## config.mk

```make
export PLATFORM = sky130hd
export DESIGN_NAME = rom_loader
export DESIGN_NICKNAME = d
export VERILOG_FILES = /design/src/rtl/rom_loader.sv
export SDC_FILE = /design/constraint.sdc
export NUM_CORES = 1
export LEC_CHECK = 0
export CORE_MARGIN = 3
export CORE_UTILIZATION = 48
export DETAILED_ROUTE_END_ITERATION = 7
export PLACE_DENSITY = 0.95
export SETUP_SLACK_MARGIN = 0.4
export SYNTH_ARGS = -nofsm -noshare
export SYNTH_HDL_FRONTEND = slang
export SYNTH_SLANG_ARGS = --single-unit
```

## constraint.sdc

```tcl
create_clock -name clock -period 2.8 [get_ports clock]
set_input_delay 0.42 -clock clock [delete_from_list [all_inputs] [get_ports clock]]
set_output_delay 0.42 -clock clock [all_outputs]
set_load 0.01 [all_outputs]
```

## src/rtl/rom_loader.sv

```systemverilog
// rom_loader: byte-stream writer that fills a RAM image from a host download
// channel. Bytes are written at sequential addresses from 0. The loader
// reports completion, byte count, overflow and a modulo-256 checksum.
//
// Build option: define ROM_LOADER_CHECKSUM_EN to build the checksum
// accumulator. Without it, the checksum port is tied to zero.
module rom_loader #(
  parameter int addrbits = 14
) (
  input  logic                clock,
  input  logic                reset,
  input  logic                start,
  input  logic                in_valid,
  input  logic [7:0]          in_data,
  input  logic                in_last,
  output logic                in_ready,
  output logic                we,
  output logic [addrbits-1:0] a,
  output logic [7:0]          d,
  output logic                busy,
  output logic                done,
  output logic                overflow,
  output logic [addrbits:0]   count,
  output logic [7:0]          checksum
);

  typedef enum logic [1:0] {
    st_idle  = 2'd0,
    st_load  = 2'd1,
    st_drain = 2'd2,
    st_done  = 2'd3
  } state_t;

  state_t              state_r;
  state_t              state_s;
  logic                in_ready_s;
  logic                accept_s;
  logic                at_top_s;
  logic                we_r;
  logic [addrbits-1:0] a_r;
  logic [7:0]          d_r;
  logic                busy_r;
  logic                done_r;
  logic                overflow_r;
  logic [addrbits:0]   count_r;

  // Handshake, accept qualification and next-state selection.
  always_comb begin
    state_s    = state_r;
    in_ready_s = 1'b0;
    accept_s   = 1'b0;
    at_top_s   = 1'b0;
    // A start pulse blocks acceptance for its own cycle.
    if (((state_r == st_load) || (state_r == st_drain)) && !start) begin
      in_ready_s = 1'b1;
    end else begin
      in_ready_s = 1'b0;
    end
    accept_s = in_valid && in_ready_s;
    // While loading, count is below capacity, so all-ones low bits mark the
    // final RAM address.
    at_top_s = &count_r[addrbits-1:0];
    if (start) begin
      state_s = st_load;
    end else begin
      case (state_r)
        st_idle: begin
          state_s = st_idle;
        end
        st_load: begin
          if (accept_s) begin
            if (in_last) begin
              state_s = st_done;
            end else if (at_top_s) begin
              state_s = st_drain;
            end else begin
              state_s = st_load;
            end
          end else begin
            state_s = st_load;
          end
        end
        st_drain: begin
          if (accept_s && in_last) begin
            state_s = st_done;
          end else begin
            state_s = st_drain;
          end
        end
        st_done: begin
          state_s = st_done;
        end
        default: begin
          state_s = st_idle;
        end
      endcase
    end
  end

  // State register, status flags, write port and byte counter.
  always_ff @(posedge clock) begin
    if (reset) begin
      state_r    <= st_idle;
      we_r       <= 1'b0;
      a_r        <= '0;
      d_r        <= 8'd0;
      busy_r     <= 1'b0;
      done_r     <= 1'b0;
      overflow_r <= 1'b0;
      count_r    <= '0;
    end else begin
      state_r <= state_s;
      busy_r  <= (state_s == st_load) || (state_s == st_drain);
      done_r  <= (state_s == st_done);
      if (start) begin
        we_r       <= 1'b0;
        overflow_r <= 1'b0;
        count_r    <= '0;
      end else if (accept_s && (state_r == st_load)) begin
        we_r    <= 1'b1;
        a_r     <= count_r[addrbits-1:0];
        d_r     <= in_data;
        count_r <= count_r + (addrbits+1)'(1);
      end else if (accept_s && (state_r == st_drain)) begin
        // Bytes past capacity are consumed but never written.
        we_r       <= 1'b0;
        overflow_r <= 1'b1;
      end else begin
        we_r <= 1'b0;
      end
    end
  end

`ifdef ROM_LOADER_CHECKSUM_EN
  logic [7:0] checksum_r;

  // Modulo-256 sum of bytes actually written to RAM.
  always_ff @(posedge clock) begin
    if (reset) begin
      checksum_r <= 8'd0;
    end else if (start) begin
      checksum_r <= 8'd0;
    end else if (accept_s && (state_r == st_load)) begin
      checksum_r <= checksum_r + in_data;
    end else begin
      checksum_r <= checksum_r;
    end
  end

  assign checksum = checksum_r;
`else
  assign checksum = 8'd0;
`endif

  assign in_ready = in_ready_s;
  assign we       = we_r;
  assign a        = a_r;
  assign d        = d_r;
  assign busy     = busy_r;
  assign done     = done_r;
  assign overflow = overflow_r;
  assign count    = count_r;

endmodule

```

==> metrics.txt <==
status=finished, final reports clean; vias in the first global route=1536; sequential power share=57.8%; die area=4577 sq um; root buf cell=clkbuf_8; Placed Cells incl. Taps=308; met2 Track Usage GR=32.44%; FF+latch count, synth=43; Nets=288; routed vias/inst=5.171; Power Dens Cells=431.6 nW/um^2; vias post-DR=1634; Synth area leader=dfxtp_1; WHS=0.4552 ns; DRC violations left=0; input/output buffers=54; Clk pwr share=36.1%; cts bufs inserted=5; fmax=437.9 MHz; Post-Syn Instances=217; Final Routed Wirelength=4.042 mm; sw power=0.0002467 W; Max IR drop VDD=0.3235 mV; FP Rows=21; Yosys top cell area share=47.19%; Worst Setup Start Kind=flop; Ys Warns=0; skew final=0.007816 ns; DIE HEIGHT=67.65 um; clock tree buffer depth=2; number of synthesized flops with an enable pin=0; RSZ-0062 raised after global routing=no; Layout Utilization=70.61%; first-pass GRT wire length=6.796 mm; Lkg Pwr=0.8539 nW; critical path class=flop to output port; met1 GRT Util=22.62%; Worst setup EP type=output port; most used routing layer=met2; synthesized area=1824 sq um; Setup TNS Final=0 ns; GR Util met3=8.486%; Final Hold Vio Count=0; final period utilization=81.56%; post-route cell area=2467 sq um; Post-synth ARST share=0%; Syn Area/Cell=8.407 sq um; grt ovf=0; DP HPWL=2.834 mm; synth-to-layout area growth=35.25%; CTS tree=done; Internal Power=0.0008182 W; Logic pwr share=6.1%; min-delay worst type=flop to flop; sequential area share after synthesis=47.19%; worst skew pair latency=0.30 ns; synth top area cells=dfxtp_1 47%, nand2_1 11%, a21oi_1 7.4%, ha_1 4.1%, nor2_1 3.5%; switching share of power=23.17%; CP required=2.38 ns; CTS sink cnt=43; buffer count from post-CTS setup fixing=0; Reg clk slew, reported paths=0.08 ns; total inserted antenna cells=0; core area=3495 sq um; I/O pin total=63; Post-Place Cell Area=2369 sq um; Finished Layout Cells=316; Distinct cells, synth=36; gr usage total=19.58%; drt first pass iters=4; initial DRC count=81; fraction of layout instances using a drive strength above 1=6.296%; CTS Hold Bufs=0; Detail Route Antenna Nets=0; antenna violations before repair=0; max_cap viols=0; die width=67.65 um; drt wl/cell=12.79 um; Setup-failing EPs final=0; H-tree levels=2; Starting Density=52.20%; final slew viol count=0; GPL Wtd Cong=0.8415; CP Max Fanout=4; Tmin final=2.284 ns; worst endpoint data arrival time=1.86 ns; largest net degree at the start of global routing=31; Synth Flop Type=dfxtp_1
[cell usage after synthesis (2+ instances only)]
cell type,instances
nand2_1,52
dfxtp_1,43
a21oi_1,27
nor2_1,17
buf_4,8
clkbuf_1,8
ha_1,6
xnor2_1,5
xor2_1,5
nand3_1,4
nor2b_1,4
inv_1,3
nand4_1,3
nor4_1,3
o21ai_0,3
or3_1,3
and4b_1,2
buf_1,2
nor3_1,2
[flip-flops by register name (all words and copies together) (netlist names)]
signal    count
we            1
done          1
d             8
count        15
state_r       2
busy          1
a            14
overflow      1
[per-stage QoR]
stage	total power, W	setup slack, ns
3_5_place_dp	0.0006937	0.5321
6_report	0.001065	0.5163
3_3_place_gp	0.0006923	0.5987
2_1_floorplan	0.0006704	0.8730
5_1_grt	0.001102	0.4051
4_1_cts	0.001071	0.4659
[cell usage in the layout (no fill, tap or decap), types with 2 or more instances in the layout]
cell type	Yosys	final
nor4_1	3	2
clkdlybuf4s50_1	0	54
clkbuf_8	0	5
nor3_1	2	2
ha_1	6	6
and4b_1	2	2
nor2_1	17	17
nand3_1	4	4
a21oi_1	27	27
xnor2_1	5	5
conb_1	1	8
o21ai_0	3	3
dfxtp_1	43	43
nand4_1	3	3
or3_1	3	3
buf_4	8	3
xor2_1	5	5
nand2_1	52	52
inv_1	3	3
nor2b_1	4	3
[cells by family (layout without fill, tap and decap cells)]
logic type      after synthesis  after routing  synth area share [%]
fa+ha+maj                     6              6                 4.115
xor+xnor                     10             10                 4.801
simple gates                 96             96                 25.38
flops                        43             43                 47.19
other cells                   1              8                0.2056
buf+inv                      22             68                 6.241
compound gates               39             39                 12.07
[layout make-up]
class	instances	area, sq um
Clock inverter	2	12.51
Inverter	3	11.26
Clock buffer	6	72.57
Fill cell	287	1027
Timing Repair Buffer	57	563.0
Multi-Input combinational cell	159	889.6
Tap cell	46	57.56
Sequential cell	43	860.8
[repair_timing]
action	4_1_cts	5_1_grt
setup endpoints to repair	1	2
resized for setup	1	2
pin swaps	0	0
[power by group through the flow]
stage,Combinational [W],Sequential (W),Clock [W]
6_report,0.0000652,0.000616,0.000384
4_1_cts,0.0000642,0.000616,0.000391
5_1_grt,0.0000721,0.000616,0.000414
3_5_place_dp,0.0000633,0.000630,0
3_3_place_gp,0.0000621,0.000630,0
2_1_floorplan,0.0000392,0.000631,0
[worst paths after layout]
check                         from                 to  slack [ns]  cells after the start
max          state_r[0]$_SDFF_PP0_           in_ready        0.52                      4
min              a[8]$_SDFFE_PP0P_  a[8]$_SDFFE_PP0P_        0.46                      2
max reg2reg  count[0]$_SDFFE_PP0P_    busy$_SDFF_PP0_        0.73                      7
min reg2reg      a[8]$_SDFFE_PP0P_  a[8]$_SDFFE_PP0P_        0.46                      2
[worst max-delay path, stage by stage, from the launching register on]
cell and delay, ns:
dfxtp_1 0.37, inv_1 0.07, ha_1 0.37, nor2b_4 0.20, clkdlybuf4s50_1 0.55
[per-layer routing]
metal,routed length [um],part of all wire (%)
met5,0,0
met2,1931,48
met4,44,1.1
met1,1731,43
met3,335,8.3
Power figures use the tool's default switching activity.
